--- config.mk ---
export PLATFORM = sky130hd
export DESIGN_NAME = inst_fetch_unit
export DESIGN_NICKNAME = d
export VERILOG_FILES = /design/src/rtl/inst_fetch_unit_pkg.sv /design/src/rtl/inst_fetch_unit_fifo.sv /design/src/rtl/inst_fetch_unit.sv
export SDC_FILE = /design/constraint.sdc
export NUM_CORES = 1
export LEC_CHECK = 0
export ABC_CLOCK_PERIOD_IN_PS = 5200
export CAP_MARGIN = 20
export CORE_MARGIN = 5
export CORE_UTILIZATION = 55
export DETAILED_ROUTE_END_ITERATION = 16
export GPL_TIMING_DRIVEN = 0
export PLACE_DENSITY = 0.89
export RECOVER_POWER = 50
export SLEW_MARGIN = 40
export SYNTH_ARGS = -nofsm -noshare
export SYNTH_HDL_FRONTEND = slang
export SYNTH_SLANG_ARGS = --single-unit
--- constraint.sdc ---
create_clock -name clk -period 5.2 [get_ports clk]
set_input_delay 1.56 -clock clk [delete_from_list [all_inputs] [get_ports clk]]
set_output_delay 1.56 -clock clk [all_outputs]
set_load 0.005 [all_outputs]
--- src/rtl/inst_fetch_unit_pkg.sv ---
// Shared types and constants for the instruction-fetch front end.
//   fetch_entry_t : one prefetch FIFO entry {misaligned, pc, inst}
//   RST_PC / FETCH_DEPTH / NOP_INST : default reset PC, FIFO depth, NOP encoding
package inst_fetch_unit_pkg;

   localparam int unsigned INST_ADDR_W = 32;
   localparam int unsigned INST_W      = 32;
   localparam int unsigned FETCH_DEPTH = 4;

   localparam logic [INST_ADDR_W-1:0] RST_PC   = 32'h0000_0000;
   localparam logic [INST_W-1:0]      NOP_INST = 32'h0000_0013;

   typedef struct packed {
      logic                   misaligned;
      logic [INST_ADDR_W-1:0] pc;
      logic [INST_W-1:0]      inst;
   } fetch_entry_t;

   localparam int unsigned ENTRY_W = $bits(fetch_entry_t);

   // A fetch target is legal only when word aligned.
   function automatic logic is_misaligned(input logic [INST_ADDR_W-1:0] addr);
      return addr[1:0] != 2'b00;
   endfunction

endpackage

--- src/rtl/inst_fetch_unit_fifo.sv ---
// Generic synchronous FIFO used as the fetch prefetch buffer.
//   clk, rst       : clock, synchronous active-high reset
//   flush          : discard all entries (wins over push/pop)
//   push/push_data : enqueue; accepted when not full or popping the same cycle
//   pop            : dequeue head; ignored when empty
//   head_data      : current head entry (combinational read of registered storage)
//   full/empty/level : occupancy status
module fetch_fifo #(
   parameter int unsigned WIDTH = 65,
   parameter int unsigned DEPTH = 4
) (
   input  logic                     clk,
   input  logic                     rst,
   input  logic                     flush,
   input  logic                     push,
   input  logic [WIDTH-1:0]         push_data,
   input  logic                     pop,
   output logic [WIDTH-1:0]         head_data,
   output logic                     full,
   output logic                     empty,
   output logic [$clog2(DEPTH):0]   level
);

   localparam int unsigned PTR_W = $clog2(DEPTH);
   localparam int unsigned LVL_W = PTR_W + 1;

   logic [WIDTH-1:0] mem [DEPTH];
   logic [PTR_W-1:0] wr_ptr;
   logic [PTR_W-1:0] rd_ptr;
   logic [LVL_W-1:0] count;
   logic             do_push;
   logic             do_pop;

   assign full    = (count == LVL_W'(DEPTH));
   assign empty   = (count == '0);
   assign do_pop  = pop & ~empty;
   // Full plus a same-cycle pop still accepts the push.
   assign do_push = push & (~full | do_pop);

   assign head_data = mem[rd_ptr];
   assign level     = count;

   // Pointer and occupancy tracking
   always_ff @(posedge clk) begin
      if (rst || flush) begin
         wr_ptr <= '0;
         rd_ptr <= '0;
         count  <= '0;
      end else begin
         if (do_push) wr_ptr <= wr_ptr + PTR_W'(1);
         if (do_pop)  rd_ptr <= rd_ptr + PTR_W'(1);
         count <= count + LVL_W'(do_push) - LVL_W'(do_pop);
      end
   end

   // Entry storage
   always_ff @(posedge clk) begin
      if (!rst && !flush && do_push) begin
         mem[wr_ptr] <= push_data;
      end
   end

endmodule

--- src/rtl/inst_fetch_unit.sv ---
// Instruction-fetch front end: owns the fetch PC, reads the combinational ROM,
// buffers {pc, inst} pairs and hands them to decode over valid/ready.
//   clk, rst                 : clock, synchronous active-high reset
//   rom_ce_o/rom_addr_o      : ROM enable (fetch enqueued this cycle) and fetch PC
//   rom_data_i               : ROM word for rom_addr_o, same cycle
//   redirect_i/redirect_pc_i : branch/jump/trap re-steer; flushes the buffer
//   id_valid_o/id_ready_i    : decode handshake for the head entry
//   id_pc_o/id_inst_o/id_misaligned_o : head entry payload
//   fifo_level_o             : number of entries presented to decode
module inst_fetch_unit
   import inst_fetch_unit_pkg::*;
#(
   parameter logic [31:0] RESET_PC = RST_PC,
   parameter int unsigned DEPTH    = FETCH_DEPTH
) (
   input  logic                     clk,
   input  logic                     rst,
   output logic                     rom_ce_o,
   output logic [INST_ADDR_W-1:0]   rom_addr_o,
   input  logic [INST_W-1:0]        rom_data_i,
   input  logic                     redirect_i,
   input  logic [INST_ADDR_W-1:0]   redirect_pc_i,
   output logic                     id_valid_o,
   input  logic                     id_ready_i,
   output logic [INST_ADDR_W-1:0]   id_pc_o,
   output logic [INST_W-1:0]        id_inst_o,
   output logic                     id_misaligned_o,
   output logic [$clog2(DEPTH):0]   fifo_level_o
);

   localparam int unsigned LVL_W = $clog2(DEPTH) + 1;

   // RUN: fetching; MARK: misaligned marker waiting for decode; HALT: marker consumed
   typedef enum logic [1:0] {
      ST_RUN  = 2'd0,
      ST_MARK = 2'd1,
      ST_HALT = 2'd2
   } fetch_state_t;

   fetch_state_t             state;
   fetch_state_t             state_n;
   logic [INST_ADDR_W-1:0]   pc;
   logic [INST_ADDR_W-1:0]   marker_pc;
   logic                     redirect_mis;
   logic                     marker_valid;
   logic                     deq;
   logic                     enq;
   fetch_entry_t             push_entry;
   fetch_entry_t             head_entry;
   logic                     fifo_full;
   logic                     fifo_empty;
   logic [LVL_W-1:0]         fifo_level;

   assign redirect_mis = is_misaligned(redirect_pc_i);
   assign marker_valid = (state == ST_MARK);

   assign id_valid_o = marker_valid | ~fifo_empty;
   assign deq        = id_valid_o & id_ready_i;
   assign enq        = ~rst & ~redirect_i & (state == ST_RUN) & (~fifo_full | deq);

   assign rom_ce_o   = enq;
   assign rom_addr_o = pc;

   // The marker only exists while the FIFO is empty, so it overlays the head.
   assign id_pc_o         = marker_valid ? marker_pc : head_entry.pc;
   assign id_inst_o       = marker_valid ? NOP_INST  : head_entry.inst;
   assign id_misaligned_o = marker_valid | (~fifo_empty & head_entry.misaligned);
   assign fifo_level_o    = fifo_level + LVL_W'(marker_valid);

   always_comb begin
      push_entry            = '0;
      push_entry.misaligned = 1'b0;
      push_entry.pc         = pc;
      push_entry.inst       = rom_data_i;
   end

   // Fetch state register
   always_ff @(posedge clk) begin
      if (rst) state <= ST_RUN;
      else     state <= state_n;
   end

   // Fetch next-state: redirects always win; a consumed marker parks the fetcher
   always_comb begin
      state_n = state;
      if (redirect_i) begin
         state_n = redirect_mis ? ST_MARK : ST_RUN;
      end else if (state == ST_MARK && id_ready_i) begin
         state_n = ST_HALT;
      end
   end

   // Fetch PC and misaligned marker address
   always_ff @(posedge clk) begin
      if (rst) begin
         pc        <= RESET_PC;
         marker_pc <= '0;
      end else if (redirect_i) begin
         if (redirect_mis) marker_pc <= redirect_pc_i;
         else              pc        <= redirect_pc_i;
      end else if (enq) begin
         pc <= pc + 32'd4;
      end
   end

   fetch_fifo #(
      .WIDTH (ENTRY_W),
      .DEPTH (DEPTH)
   ) u_fifo (
      .clk       (clk),
      .rst       (rst),
      .flush     (redirect_i),
      .push      (enq),
      .push_data (push_entry),
      .pop       (deq),
      .head_data (head_entry),
      .full      (fifo_full),
      .empty     (fifo_empty),
      .level     (fifo_level)
   );

endmodule

Yosys cells after proc, flatten, opt, wreduce, memory -nomap -nowiden
Memory sizes are Yosys's and may differ from the RTL's. A register that Yosys moved wholly into a read port is not among the register bits.
Index checks and enable logic that the tools add are counted.
{"block": "totals", "ff_bits": 73, "mem_bits_rw": 256, "inputBits": 68, "output_inout_bits": 102, "elab_cells": 56, "n_memories": 1}
{"block": "classes", "n_addsub": 6, "n_eq_ne": 3, "n_mux": 12, "bitwise_logic": 15, "reduce_logical": 13}
{"memory": "u_fifo.mem", "depth": 4, "width": 64, "rd": 1, "rd_clocked_by_memory_dff": 1, "wr": 1, "line": "inst_fetch_unit_fifo.sv:27", "text": "logic [WIDTH-1:0] mem [DEPTH];"}
{"cell": "32-bit 2-to-1 mux", "n": 5}
{"cell": "32-bit by 3-bit adder with 32-bit output, second input constant", "n": 1}
{"cell": "2-bit 2-to-1 mux", "n": 4}
{"cell": "3-bit by 1-bit adder with 3-bit output", "n": 2}
{"cell": "1-bit AND", "n": 6}
{"cell": "2-bit nonzero test", "n": 3}
{"cell": "2-bit by 1-bit adder with 2-bit output, second input constant", "n": 2}
{"cell": "1-bit NOT", "n": 4}
{"cell": "1-bit bitwise OR", "n": 4}
{"cell": "2-bit AND reduction", "n": 2}
{"cell": "3-bit equality test, second input constant", "n": 1}
{"cell": "1-bit logical AND", "n": 3}
{"cell": "3-bit zero test", "n": 1}
{"cell": "1-bit 2-to-1 mux", "n": 3}
{"cell": "3-bit by 1-bit subtractor with 3-bit output", "n": 1}
{"cell": "2-bit by 1-bit equality test with 1-bit output, second input constant", "n": 1}
{"cell": "1-bit zero test", "n": 2}
{"cell": "2-bit zero test", "n": 1}
{"cell": "2-bit inequality test, second input constant", "n": 1}
{"cell": "1-bit AND, second input constant", "n": 1}
{"cell": "1-bit logical OR", "n": 1}

Logic depth before layout (Yosys ltp)
{"block": "depth", "depth_word": 10, "mapped_depth": 11, "mapped_depth_nobuf": 9}

Cells and area by module
Synthesis repeated with hierarchy kept, for this count alone.
{"block": "unflattened", "cells_unflattened": 900, "area_unflattened_um2": 13753.2}
{"module": "fetch_fifo", "instances": 1, "cells_per_inst": 386, "area_each_um2": 9899.5, "seq_area_each_um2": 7987.7}
{"module": "inst_fetch_unit", "instances": 1, "cells_per_inst": 514, "area_each_um2": 3853.7, "seq_area_each_um2": 1321.3}

Worst setup path after synthesis
OpenSTA, ideal clock, no wires.
{"block": "synth_path", "path_type": "input to register", "start": "in rst", "end": "mem u_fifo.mem[0][0] in the netlist's numbering (enable)", "setup_ns": 0.429, "arrival_time_ns": 4.295, "required_ns": 4.771, "path_slack_ns": 0.476, "path_stages": 7, "path_buffers": 3, "path_cell_list": "buf_6 or4_4 or2_1 buf_6 clkinv_2 buf_2 and2_1"}
{"block": "synth_via", "elab_chain_len": 8}
{"element": "start: declaration", "line": "inst_fetch_unit.sv:17", "text": "input logic rst,"}
{"element": "1-bit NOT", "line": "inst_fetch_unit.sv:59", "text": "assign enq = ~rst & ~redirect_i & (state == ST_RUN) & (~fifo_full | deq);"}
{"element": "1-bit AND (3 in series)", "line": "inst_fetch_unit.sv:59"}
{"element": "via rom_ce_o", "line": "inst_fetch_unit.sv:18", "text": "output logic rom_ce_o,"}
{"element": "1-bit AND", "line": "inst_fetch_unit_fifo.sv:38", "text": "assign do_push = push & (~full | do_pop);"}
{"element": "1-bit logical AND", "line": "inst_fetch_unit_fifo.sv:58", "text": "if (!rst && !flush && do_push) begin"}
{"element": "1-bit 2-to-1 mux", "line": "inst_fetch_unit_fifo.sv:58"}
{"element": "1-bit 2-to-1 mux (not written as such)", "line": "inst_fetch_unit_fifo.sv:59", "text": "mem[wr_ptr] <= push_data;"}
{"element": "end: declaration", "line": "inst_fetch_unit_fifo.sv:27"}
The timed path passes the listed nets, and every way through them passes these cells.

Final worst setup path
{"block": "layout_path", "start": "in id_ready_i", "end": "out rom_ce_o"}
{"block": "layout_via", "elab_chain_len": 3}
{"element": "start: declaration", "line": "inst_fetch_unit.sv:24", "text": "input logic id_ready_i,"}
{"element": "1-bit AND", "line": "inst_fetch_unit.sv:58", "text": "assign deq = id_valid_o & id_ready_i;"}
{"element": "1-bit bitwise OR", "line": "inst_fetch_unit.sv:59"}
{"element": "1-bit AND", "line": "inst_fetch_unit.sv:59"}
{"element": "end: declaration", "line": "inst_fetch_unit.sv:18"}
Every way passes these cells.

==> qor.yml <==
status:
  status: "finished clean"
yosys:
  yosysWarnings: 0
  synth_area_leaders: "edfxtp_1 (57%), dfxtp_1 (11%), mux4_2 (11%)"
  syn_inst: 938
  async_reset_ff_frac: 0
  synth_area_per_cell_um2: 14.3
  yosysTopAreaCell: "edfxtp_1"
  synth-seq-cells: 331
  yosysSeqAreaShare: 0.685
  synth.distinct_cells: 58
  synth_top_area_frac: 0.573
  ys.flop_type: "edfxtp_1"
  synth_nets: 1016
  synth_edf_count: 256
  netlist_area_mm2: 0.0134
timing:
  finalSetupViolations: 0
  rsz0062_at_grt: "no"
  post-route-period-util: 0.982
  fin_crit_ns: 5.10
  worst_slew_pin_slew_ns: 1.27
  timing.fmax_mhz: 196
  hold_viol_final: 0
  fin_skew_ns: 0.0262
  slew_headroom: 0.154
  setup_ws_ns: 0.0951
  hold_slack_ns: 0.456
  drv_slew: 0
detailed_routing:
  avgRoutedWirePerCell_um: 22.8
  drtIter0Drc: 999
  avgViaCountPerCell: 5.98
  drt_pass1_iterations: 5
  drc: 0
  postRouteAntennaNets: 0
  detail_route.wirelength_um: 34200
  vias: 8948
critical_path:
  crit_top_cell: "clkdlybuf4s50_1"
  cp.required_ns: 3.64
  critPathMaxFanout: 10
  arrival_ns: 3.54
  critical_path_class: "input port to output port"
  crit_chain: "clkdlybuf4s50_1, nor4b_4, or2_0, buf_6, clkinv_2, buf_2, clkdlybuf4s50_1"
  worstSetupStartpointType: "input port"
  slowest_delay_ns: 0.59
  crit_slowest_cell: "clkdlybuf4s50_1"
  cp-end-kind: "output port"
finish:
  area_delta_synth_final_pct: 24.7
  layout.nets: 1223
  drive_above_1_share: 0.126
  finalInstanceArea_mm2: 0.0167
  fin_cells: 1496
floorplanning:
  start_util: 0.555
  rows: 57
  die_area_mm2: 0.0276
  chipHeight_um: 166
  pin_count: 170
  core_mm2: 0.0242
  fp.dieW_um: 166
grt:
  grt_pass1_vias: 9296
  grt_max_degree: 35
  grt_pass1_wl_um: 52600
  antenna_found_initial: 1
  track_usage: 0.244
  overflow: 0
power_and_ir_drop:
  powerDensity_mw_per_mm2: 348
  peakVddDrop_mv: 0.289
  p_int_mw: 4.56
  power_frac_comb: 0.081
  power_leakage_nw: 5.67
  switching_share: 0.217
  clkPwrFrac: 0.410
  total_power_mw: 5.83
  seqPwrFrac: 0.509
  p_switching_mw: 1.26
cts:
  clk_latency_ns: 0.51
  cts_made_buffers: 34
  cts_htree_levels: 2
  cts_tree: "yes"
  path_clk_slew_ns: 0.06
  clock_tree.buffer_depth: 3
  clock_sinks: 331
  root_buffer: "clkbuf_16"
placement:
  io_buffers: 167
  post-dp-hpwl_um: 22400
  gp_congestion: 0.961
  dp_slack_ns: -0.0118
  placedInstanceArea_mm2: 0.0156
  dpl.cell_count: 1434
hold_path:
  hold_path_class: "flip-flop to flip-flop"
flow_run:
  cap_violations: 0
## placed cells by master, fill, tap and decap left out, types with 6 or more instances in the layout
master / count
nor4_1: 7
a31oi_1: 10
clkinv_2: 8
o211ai_1: 9
and2_1: 34
edfxtp_1: 256
nand2_1: 186
and3_1: 6
nor2_1: 42
a21oi_1: 51
ha_1: 9
clkbuf_16: 37
clkdlybuf4s50_1: 110
clkbuf_1: 47
dfxtp_1: 75
buf_2: 9
o21ai_0: 14
nand4_1: 12
mux4_2: 64
inv_1: 12
dlygate4sd3_1: 57
nand3_1: 21
## routing by layer
| metal | global-route usage | wire, µm | vias to the layer above |
|---|---|---|---|
| met5 | 0 | 13 | - |
| met4 | 0.0839 | 1150 | 2 |
| met3 | 0.0602 | 2910 | 106 |
| met2 | 0.408 | 16800 | 486 |
| met1 | 0.316 | 13300 | 4400 |
| li1 | - | - | 3954 |
## critical path: cells and delay by family
kind                   cells  cell delay [ns]
buffers and inverters      5             1.67
and+or+nand+nor            2             0.31
## kinds of logic after synthesis
kind of cell	after synthesis	share of synthesized area
adder cells (fa/ha/maj)	10	0.00988
AND/OR/NAND/NOR	342	0.117
AO/OA/AOI/OAI	116	0.0539
buffers and inverters	66	0.0206
XOR/XNOR	6	0.00392
flip-flops	331	0.685
multiplexers	67	0.110
## Yosys cell counts (all sizes together), types with 2 or more instances
library cell	number
edfxtp	256
nand2	186
dfxtp	75
mux4	64
a21oi	52
nor2	42
and2	39
clkbuf	36
nand3	21
buf	15
nand4	14
o21ai	14
inv	12
a31oi	10
ha	9
nor4	9
o211ai	9
and3	6
nor3	6
or2	6
a21o	5
o31ai	4
or3	4
a22oi	3
a32o	3
clkinv	3
or4	3
xnor2	3
xor2	3
a22o	2
a311oi	2
a41oi	2
mux2i	2
nor2b	2
o2111ai	2
o311ai	2
## state kept, by name, indices dropped and copies added, names as in the netlist, named ones only
| name | flops |
|---|---|
| u_fifo.mem | 256 |
| state | 2 |
| u_fifo.wr_ptr | 2 |
| marker_pc | 32 |
| u_fifo.level | 3 |
| rom_addr_o | 32 |
| u_fifo.rd_ptr | 2 |
## per-stage QoR
stage | util | TNS [ns]
4_1_cts | 0.692 | 0
3_5_place_dp | 0.646 | -0.0118
6_report | 0.692 | 0
2_1_floorplan | - | 0
5_1_grt | 0.692 | 0
3_3_place_gp | 0.641 | -200.17
## area by class of cell
| cell class | count | area [µm²] |
|---|---|---|
| inverters | 15 | 58.8 |
| diodes | 1 | 2.50 |
| plain buffers | 50 | 214 |
| well taps | 324 | 405 |
| clock buffers | 52 | 1020 |
| flip-flops and latches | 331 | 9190 |
| clock inverters | 10 | 80.1 |
| multi-input cells | 541 | 3990 |
| repair buffers | 172 | 1770 |
| fillers | 1599 | 7450 |
## worst paths after layout
kind / from / end / slack (ns) / cells after the start
max: id_ready_i / rom_ce_o / 0.1 / 7
min: marker_pc[12]$_SDFFE_PP0P_ / marker_pc[12]$_SDFFE_PP0P_ / 0.46 / 2
max reg2reg: state[1]$_SDFFE_PP0P_ / u_fifo.mem[2][19]$_DFFE_PP_ / 1.63 / 8
min reg2reg: marker_pc[12]$_SDFFE_PP0P_ / marker_pc[12]$_SDFFE_PP0P_ / 0.46 / 2
## power groups by stage
stage	Sequential [mW]	Combinational [mW]	Clock, mW
final	2.97	0.471	2.39
after global routing	2.97	0.508	2.53
after CTS	2.97	0.480	2.41
after detailed placement	3.02	0.474	0
after global placement	3.02	0.459	0
after floorplan	3.00	0.212	0
## repair_timing
item / CTS / global route
setup buffers: 0 / 0
hold buffers: 0 / 0
setup endpoints to repair: 2 / 2
resized for setup: 2 / 1
pin swaps: 0 / 1
Note: power is estimated with default switching activity, not from simulation.
==> edit (same settings) <==
The package constant `INST_ADDR_W` goes from 32 to 16.
--- a/src/rtl/inst_fetch_unit_pkg.sv
+++ b/src/rtl/inst_fetch_unit_pkg.sv
@@ -5,3 +5,3 @@
 
-   localparam int unsigned INST_ADDR_W = 32;
+   localparam int unsigned INST_ADDR_W = 16;
    localparam int unsigned INST_W      = 32;
Interface: changed (resized id_pc_o, redirect_pc_i and rom_addr_o); port bits go from 170 to 122. No check against the original RTL was run, so the function may have changed too.
==> edit against the unedited design <==
- setup slack better by 100 ps
- first-iteration DRC count is 44% lower
- combinational power is 32% lower
- design area is 29% lower
- total power is 28% lower
- routed wire length is 40% lower
- core utilization is 1.6 points higher
- synthesized cell count is 40% lower
- area after synthesis is 30% lower
- critical path depth is 3 lower
- sequential cell count is 96 lower
- worst hold slack worse by 4.6 ps
- critical path type unchanged
==> edit: results <==
set metrics [dict create \
    status "completed" \
    n_antenna_cell 0 \
    grt_pass1_vias 5866 \
    place_congestion 0.886 \
    antenna_found_initial 0 \
    ys_seq_area_share_pct 70.2 \
    via_count 5605 \
    critPathMaxFanout 7 \
    regToRegSetupSlack_ps 2010 \
    r2r_end "u_fifo.mem[1][42]$_DFFE_PP_" \
    dp_hpwl_um 13700 \
    grtUsageMet2_pct 35.0 \
    synth_area_leaders "edfxtp_1 61%, mux4_2 11%, dfxtp_1 9.1%" \
    grt_max_degree 31 \
    drtIter0Drc 558 \
    largest_reg_flops 192 \
    htreeDepth 1 \
    port_buffers 120 \
    worstPathArrival_ps 3440 \
    wire_per_inst_um 21.7 \
    grt_usage_pct 20.7 \
    numCtsBuffers 24 \
    synth_edf_count 192 \
    ir_drop_mv 0.196 \
    synth_cell_type_count 48 \
    use_met3_pct 3.62 \
    p_leak_nw 3.93 \
    finClkSkew_ps 7.57 \
    drive_gt1_share_pct 17.6 \
    grt_pass1_wl_um 32300 \
    hp-start "marker_pc[7]$_SDFFE_PP0P_" \
    max-slew-margin-rel_pct 8.60 \
    syn_nets 622 \
]
[edit: cell count changes in the layout (fill, tap and decap cells not counted), sizes merged, moves of 15 or more]
cell / unedited run / this run
nor2: 42 / 19
and2: 39 / 0
mux4: 64 / 48
clkbuf: 88 / 50
a21oi: 52 / 33
mux2: 1 / 16
nor2b: 2 / 30
dfxtp: 75 / 43
edfxtp: 256 / 192
clkdlybuf4s50: 110 / 76
nand2: 186 / 47
[edit: worst max path at each step]
stage | start | end | slack [ps] | cells after the start
2_1_floorplan | rst | rom_ce_o | 1280 | 3
3_3_place_gp | redirect_i | u_fifo.mem[1][12]$_DFFE_PP_ | -150 | 3
3_5_place_dp | id_ready_i | rom_ce_o | 270 | 4
4_1_cts | id_ready_i | rom_ce_o | 270 | 4
5_1_grt | redirect_i | rom_ce_o | 140 | 4
6_report | redirect_i | rom_ce_o | 200 | 4
[edit: layout make-up]
cell class | instances | area (sq um)
flip-flops and latches | 235 | 6630
clock inverters | 15 | 179
repair buffers | 124 | 1280
well taps | 220 | 275
clock buffers | 29 | 651
plain buffers | 31 | 133
multi-input cells | 287 | 2660
inverters | 7 | 26.3
fillers | 1039 | 4870
[edit: stage by stage]
step | worst slack (ps) | setup TNS [ps] | std cells | hold slack [ps] | instance area [sq um]
finish | 195 | 0 | 948 | 452 | 11800
global route | 144 | 0 | 948 | 472 | 11800
CTS | 267 | 0 | 948 | 452 | 11900
detailed placement | 271 | 0 | 904 | 445 | 11000
global placement | -146 | -25530 | 900 | 440 | 10900
floorplan | 1280 | 0 | 560 | 433 | 9440
[edit: cell families (layout without fill, tap and decap cells)]
kind of cell / after synthesis / after routing / share of synthesized area [%]
compound gates: 64 / 64 / 4.39
simple gates: 142 / 142 / 8.26
xor+xnor: 6 / 6 / 0.557
fa+ha+maj: 10 / 10 / 1.41
buf+inv: 38 / 206 / 1.68
mux: 65 / 65 / 13.5
flops: 235 / 235 / 70.2
[edit: metal layers]
layer,vias up,part of all wire (%)
met2,255,50
li1,2497,-
met4,0,1.2
met3,24,7.6
met1,2829,41
met5,-,0
[edit: worst max-delay path: stages]
cell,delay (ps)
dlygate4sd3_1,630
or4_4,510
nor2_8,210
clkdlybuf4s50_1,530
[edit: where the power goes]
group | switching [mW] | total [mW] | internal [mW]
combinational | 0.144 | 0.321 | 0.177
sequential | 0.0265 | 2.10 | 2.07
clock | 0.675 | 1.77 | 1.09
total | 0.845 | 4.18 | 3.34
